<file path="src/rtl/phase_scheduler.sv">
// Phase timer and timing-table scheduler for the intersection light controller.
// Counts each phase down on a 1 s tick and picks the timing table at every cycle boundary.
module phase_scheduler #(
  parameter int CLK_HZ        = 10000,
  parameter int SENSOR_FILTER = 16,
  parameter int MIN_SECONDS   = 1
) (
  input  logic       clk,
  input  logic       reset_general,
  input  logic       enable_general,
  input  logic       SNN,
  input  logic       SNS,
  input  logic       STH,
  input  logic       PNN,
  input  logic       PNS,
  input  logic       PTH,
  input  logic [7:0] phase_duration,
  input  logic       phase_last,
  output logic       advance,
  output logic       cycle_start,
  output logic [1:0] tabla,
  output logic [7:0] seconds_left,
  output logic [2:0] ped_pending
);

  localparam int PW = (CLK_HZ > 1) ? $clog2(CLK_HZ) : 1;
  localparam int FW = $clog2(SENSOR_FILTER + 1);
  localparam logic [PW-1:0] PRESC_MAX = PW'(CLK_HZ - 1);
  localparam logic [FW-1:0] FILT_MAX  = FW'(SENSOR_FILTER - 1);
  localparam logic [7:0]    MIN_SEC   = 8'(MIN_SECONDS);

  typedef enum logic [1:0] {IDLE, LOAD, COUNT, ADVANCE} state_t;

  state_t        state_reg;
  logic [5:0]    raw_in;
  logic [5:0]    sync1_reg;
  logic [5:0]    sync2_reg;
  logic [2:0]    sensor_sync;
  logic [2:0]    ped_set;
  logic [2:0]    sensor_filt;
  logic [PW-1:0] presc_reg;
  logic          sec_tick;
  logic [1:0]    tabla_next;
  logic [7:0]    load_value;

  // Bit order {PTH,PNS,PNN,STH,SNS,SNN}: sensors in [2:0], buttons in [5:3]
  assign raw_in = {PTH, PNS, PNN, STH, SNS, SNN};

  always_ff @(posedge clk or negedge reset_general) begin
    if (!reset_general) begin
      sync1_reg <= '0;
      sync2_reg <= '0;
    end else begin
      sync1_reg <= raw_in;
      sync2_reg <= sync1_reg;
    end
  end

  assign sensor_sync = sync2_reg[2:0];
  assign ped_set     = sync2_reg[5:3];

  genvar gi;
  generate
    for (gi = 0; gi < 3; gi++) begin : g_filter
      logic [FW-1:0] cnt_reg;
      logic          filt_reg;

      // Any cycle agreeing with the filtered value restarts the stability count
      always_ff @(posedge clk or negedge reset_general) begin
        if (!reset_general) begin
          cnt_reg  <= '0;
          filt_reg <= 1'b0;
        end else if (sensor_sync[gi] == filt_reg) begin
          cnt_reg <= '0;
        end else if (cnt_reg == FILT_MAX) begin
          filt_reg <= sensor_sync[gi];
          cnt_reg  <= '0;
        end else begin
          cnt_reg <= cnt_reg + FW'(1);
        end
      end

      assign sensor_filt[gi] = filt_reg;
    end
  endgenerate

  assign sec_tick    = (state_reg == COUNT) && (presc_reg == PRESC_MAX);
  assign load_value  = (phase_duration == 8'd0) ? MIN_SEC : phase_duration;
  assign cycle_start = advance & phase_last;

  // sensor_filt = {STH,SNS,SNN}; pending pedestrians force table A
  always_comb begin
    tabla_next = 2'b00;
    if (ped_pending == 3'b000) begin
      case (sensor_filt)
        3'b100:  tabla_next = 2'b01;
        3'b001:  tabla_next = 2'b10;
        3'b010:  tabla_next = 2'b11;
        default: tabla_next = 2'b00;
      endcase
    end
  end

  always_ff @(posedge clk or negedge reset_general) begin
    if (!reset_general) begin
      state_reg    <= IDLE;
      advance      <= 1'b0;
      tabla        <= 2'b00;
      seconds_left <= 8'd0;
      presc_reg    <= '0;
      ped_pending  <= 3'b000;
    end else begin
      ped_pending <= ped_pending | ped_set;
      if (!enable_general) begin
        state_reg <= IDLE;
        advance   <= 1'b0;
        presc_reg <= '0;
      end else begin
        case (state_reg)
          IDLE: state_reg <= LOAD;
          LOAD: begin
            seconds_left <= load_value;
            presc_reg    <= '0;
            state_reg    <= COUNT;
          end
          COUNT: begin
            if (sec_tick) begin
              presc_reg <= '0;
              if (seconds_left != 8'd0) seconds_left <= seconds_left - 8'd1;
              if (seconds_left <= 8'd1) begin
                state_reg <= ADVANCE;
                advance   <= 1'b1;
              end
            end else begin
              presc_reg <= presc_reg + PW'(1);
            end
          end
          ADVANCE: begin
            advance   <= 1'b0;
            state_reg <= LOAD;
            // A request landing on the clearing edge survives into the next cycle
            if (phase_last) begin
              tabla       <= tabla_next;
              ped_pending <= ped_set;
            end
          end
          default: state_reg <= IDLE;
        endcase
      end
    end
  end

endmodule
</file>
<file path="config.mk">
export PLATFORM = sky130hd
export DESIGN_NAME = phase_scheduler
export DESIGN_NICKNAME = d
export VERILOG_FILES = /design/src/rtl/phase_scheduler.sv
export SDC_FILE = /design/constraint.sdc
export NUM_CORES = 1
export LEC_CHECK = 0
export ABC_AREA = 1
export CORE_ASPECT_RATIO = 1.75
export CORE_UTILIZATION = 45
export CTS_BUF_LIST = sky130_fd_sc_hd__clkbuf_2
export CTS_CLUSTER_DIAMETER = 100
export DETAILED_ROUTE_END_ITERATION = 6
export DONT_BUFFER_PORTS = 1
export SLEW_MARGIN = 25
export SYNTH_ARGS = -nofsm -noshare
export SYNTH_HDL_FRONTEND = slang
export SYNTH_SLANG_ARGS = --single-unit
</file>
<file path="constraint.sdc">
create_clock -name clk -period 1.75 [get_ports clk]
set_input_delay 0.2625 -clock clk [delete_from_list [all_inputs] [get_ports clk]]
set_output_delay 0.2625 -clock clk [all_outputs]
set_load 0.02 [all_outputs]
</file>
Yosys cells after proc, flatten, opt, wreduce, memory -nomap -nowiden

Index checks and enable logic that the tools add are counted.

Order comparisons: 1
Reductions and logical operators: 14
$add $sub $neg: 5
Bitwise operators: 5
Equality and inequality tests: 19
Multiplexer cells: 26

Operators with widths:

| operator                                                               | number |
|---|---|
| 5-bit two-way mux                                                      | 6 |
| 14-bit two-way mux                                                     | 2 |
| 14-bit case mux with 2 select lines                                    | 1 |
| 8-bit two-way mux                                                      | 3 |
| 8-bit case mux with 2 select lines                                     | 1 |
| 5-bit by 1-bit adder with 5-bit output (second input constant)         | 3 |
| 5-bit by 4-bit == test with 1-bit output (second input constant)       | 3 |
| 14-bit by 1-bit adder with 14-bit output (second input constant)       | 1 |
| 14-bit == test (second input constant)                                 | 1 |
| 2-bit case mux with 3 select lines                                     | 2 |
| 3-bit two-way mux                                                      | 3 |
| 8-bit by 1-bit <= comparator with 1-bit output (second input constant) | 1 |
| 8-bit zero test                                                        | 1 |
| 2-bit two-way mux                                                      | 4 |
| 2-bit AND reduction                                                    | 4 |
| 8-bit nonzero test                                                     | 1 |
| 8-bit by 1-bit subtractor with 8-bit output (second input constant)    | 1 |
| 3-bit by 1-bit != test with 1-bit output (second input constant)       | 2 |
| 3-bit AND reduction                                                    | 2 |
| 2-bit == test (second input constant)                                  | 2 |
| 4-bit AND reduction                                                    | 1 |
| 1-bit == test                                                          | 3 |
| 3-bit by 1-bit == test with 1-bit output (second input constant)       | 1 |
| 3-bit by 2-bit == test with 1-bit output (second input constant)       | 1 |
| 16 further kinds                                                       | 20 |

Register bits: 60
Input port bits: 18

Depth between registers and ports, before layout

Depth after elaboration: 5
Gate-level depth with buffers: 11
Mapped depth without buffers: 10

Worst setup path before layout

OpenSTA, ideal clock, no wires.

Path kind: reg-to-reg
Start: reg seconds_left[0]
End: reg seconds_left[1]
Buffers on the path: 0
Data arrival time: 1351 ps
Period minus slack after synthesis: 1474 ps
Setup slack: 276 ps
Cell stages (with the launch flop): 9
Path through: dfrtp_1 inv_1 ha_1 nand3_1 nand2_1 nand3_2 nand3_4 nand2_1 o21ai_2

Cells in the longest elaborated chain, start to end: 4

Ends and longest elaborated chain:

| element                                     | line | text |
|---|---|---|
| from (decl)                                 | 22   | `output logic [7:0] seconds_left,` |
| from (signal assigned)                      | 122  | `seconds_left <= load_value;` |
| from (signal assigned)                      | 129  | `if (seconds_left != 8'd0) seconds_left <= seconds_left - 8'd1;` |
| 8-bit by 1-bit subtractor with 8-bit output | 129  |  |
| 8-bit two-way mux                           | 129  |  |
| 8-bit two-way mux                           | 127  | `if (sec_tick) begin` |
| 8-bit case mux with 2 select lines          | 119  | `case (state_reg)` |

Parallel ways exist; a longest one is shown, timed or not. The select of a mux whose other input is x is not followed.
A chain may end at the register's enable or synchronous reset.

Worst setup path after layout

Start: reg state_reg[0]
End: reg seconds_left[4]

Cells in the longest elaborated chain, start to end: 4

Ends and longest elaborated chain:

| element                       | line    | text |
|---|---|---|
| from (decl)                   | 34      | `state_t state_reg;` |
| from (signal assigned)        | 106     | `state_reg <= IDLE;` |
| from (signal assigned)        | 115     | `state_reg <= IDLE;` |
| from (signal assigned)        | 120     | `IDLE: state_reg <= LOAD;` |
| 2-bit == test                 | 87, 119 |  |
| 1-bit logical AND             | 87      | `assign sec_tick = (state_reg == COUNT) && (presc_reg == PRESC_MAX);` |
| 2-bit != test (no line)       | n/a     |  |
| 4-bit AND reduction (no line) | n/a     |  |

Parallel ways exist; a longest one is shown, timed or not.

==> impl_metrics.yaml <==
timing:
  slew_headroom_pct: 68.1
  tightest_slew_ns: 0.477
  setup_violations: 0
  fmax_mhz: 626
  finalCritPeriodShare_pct: 91.3
  fin_tns_setup_ns: 0
  worst_clock_skew_ns: 0.0186
  rsz0062_at_grt: "false"
  final.setup.worst_slack_ns: 0.152
  drv_slew: 0
  hold_violations: 0
  period_needed_ns: 1.60
logic_synthesis:
  ys_ff_latch: 60
  synth_top_area_share_pct: 49.2
  synthDistinctLibCells: 35
  yosys.area.top_type: "dfrtp_1"
  ys.flop_type: "dfrtp_1"
  synth-edff-count: 0
  synthArstFlopShare_pct: 100
  synthesis.area_um2: 3050
  synthTopCellsByArea: "dfrtp_1 49%, nand2_1 12%, nor2_1 5.4%"
  syn_inst: 358
  yosys_warnings: 0
  synth_nets: 385
  ys_seq_area_share_pct: 49.2
  avgSynthCellArea_um2: 8.52
status:
  status: "completed"
floorplan:
  core_area_um2: 6540
  die_w_um: 64.2
  dieArea_um2: 7120
  start_util_pct: 46.7
  die_y_um: 111
  io_pins: 33
  fp-row-count: 39
global_routing:
  grt_pass1_wl_um: 10100
  antenna_found_initial: 0
  grt_max_degree: 61
  grtUsageTotal_pct: 18.9
  grt_pass1_vias: 2372
  grt_overflow: 0
clocking:
  cts_buffer_depth: 2
  clkTransAtPathRegs_ns: 0.17
  cts_max_level: 3
  cts_sinks: 60
  cts_tree: "done"
  clock_latency_ns: 0.50
  cts_buffers: 9
  cts_setup_buffers: 0
  root_buffer: "clkbuf_2"
critical_path:
  critPathLaunchType: "flop"
  worstPathRequired_ns: 2.18
  critPathMaxFanout: 15
  endpoint_kind: "flop"
  crit_type: "flop to flop"
  arrival_ns: 2.03
  reg2reg_slack_ns: 0.15
power_and_ir_drop:
  peakVddDrop_mv: 0.774
  p_leak_nw: 1.72
  powerDensity_nw_per_um2: 1160
placement:
  io_buffer_count: 0
  gp_congestion: 0.813
  dp_hpwl_um: 4180
  pre_cts_ws_ns: 0.171
  placed_cell_area_um2: 3150
drt:
  dr.pass1.iters: 4
  drcViolationCount: 0
  drtAntennaViolNets: 0
  vias: 2338
  avgRoutedWirePerCell_um: 12.2
  drtIter0Drc: 67
  wl_um: 5780
  viasPerCell: 4.92
cells_and_area:
  final_util_pct: 53.3
  areaGrowthSynthToFinish_pct: 14.3
  largest_reg_flops: 15
  fin_area_um2: 3490
  drive_gt1_share_pct: 13.2
  antenna_cells: 0
  final_nets: 415
worst_hold_path:
  hp-class: "input port to flop"
flow_run:
  max_cap_violations: 0
-- final timing paths --
check | from | depth (start not counted) | endpoint
worst max-delay path | state_reg[0] | 9 | seconds_left[4]
worst min-delay path | phase_duration[1] | 5 | seconds_left[0]
worst max register to register | state_reg[0] | 9 | seconds_left[4]
worst min register to register | sync1_reg[3] | 0 | sync2_reg[3]
max in group asynchronous | reset_general | 2 | sync1_reg[3]
min in group asynchronous | reset_general | 2 | presc_reg[0]
-- per-layer routing --
metal  GRT usage, %  share of wire (%)
met2           32.8                 53
met5              0                  0
met3           6.17                4.1
met4           10.5                2.2
met1           19.6                 40
-- report_power, final --
part           internal [W]  switching [W]
registers           0.00154       0.000248
logic              0.000465       0.000795
clock network      0.000478       0.000524
total               0.00248        0.00157
-- synth_stat cells (2+ instances only) --
cell,count
nand3_2,3
nor2_1,44
o21ai_1,2
nor3_1,5
dfrtp_1,60
nand3_1,19
nand3_4,2
o21bai_1,5
and3_1,3
ha_1,9
nor2_2,5
xnor2_1,3
nand2_2,3
a21oi_1,8
xor2_1,7
nand2_4,3
nand2_1,96
inv_1,37
inv_2,4
buf_6,3
o21ai_0,17
nand4_1,5
mux2_2,3
-- cell usage in the layout (no fill, tap or decap), drive strengths merged --
master / Yosys / final
clkinvlp: 0 / 2
o21ai: 20 / 20
nand2: 102 / 102
nor3b: 1 / 1
dlygate4sd3: 0 / 17
buf: 4 / 7
nand4: 5 / 5
xnor2: 3 / 3
o211ai: 1 / 1
nor3: 6 / 6
o22ai: 1 / 1
dfrtp: 60 / 60
and3: 3 / 3
xor2: 7 / 7
nand3: 24 / 24
mux2: 3 / 3
clkinv: 0 / 2
bufinv: 0 / 2
ha: 9 / 9
clkbuf: 1 / 10
a21oi: 8 / 8
inv: 42 / 42
o21bai: 5 / 5
nand3b: 1 / 1
nor2: 51 / 51
or2: 1 / 1
-- timing repair --
action / CTS / global route
hold buffers: 18 / 0
gates resized for setup: 0 / 1
setup endpoints to repair: 0 / 2
hold endpoints to repair: 83 / 0
-- critical path: stages (launching register included) --
cell and delay, ns:
dfrtp_1 0.45, inv_1 0.07, ha_1 0.20, buf_6 0.20, nand2_1 0.10, nand3_2 0.13
nand2_4 0.08, nor2_8 0.17, nand2_1 0.07, nand2_1 0.06
-- logic make-up after synthesis --
kind of cell / Yosys count / share of synthesized area (%)
mux: 3 / 1.11
fa+ha+maj: 9 / 3.69
compound gates: 35 / 6.40
flops: 60 / 49.2
buf+inv: 47 / 6.97
simple gates: 194 / 29.7
xor+xnor: 10 / 2.87
-- per-stage QoR --
step           hold slack, ns  instances  power, W
4_1_cts               0.00511        475   0.00410
2_1_floorplan         -0.0331        358   0.00275
5_1_grt                0.0347        475   0.00433
6_report               0.0584        475   0.00405
3_3_place_gp          -0.0314        441   0.00300
3_5_place_dp          -0.0314        441   0.00302
-- layout make-up --
class	count	area, µm²
Fill cell	647	3050
Tap cell	82	103
Inverter	42	160
Multi-Input combinational cell	251	1340
Clock inverter	6	88.8
Clock buffer	10	50.0
Timing Repair Buffer	24	246
Sequential cell	60	1500
Note: power is estimated with default switching activity, not from simulation.
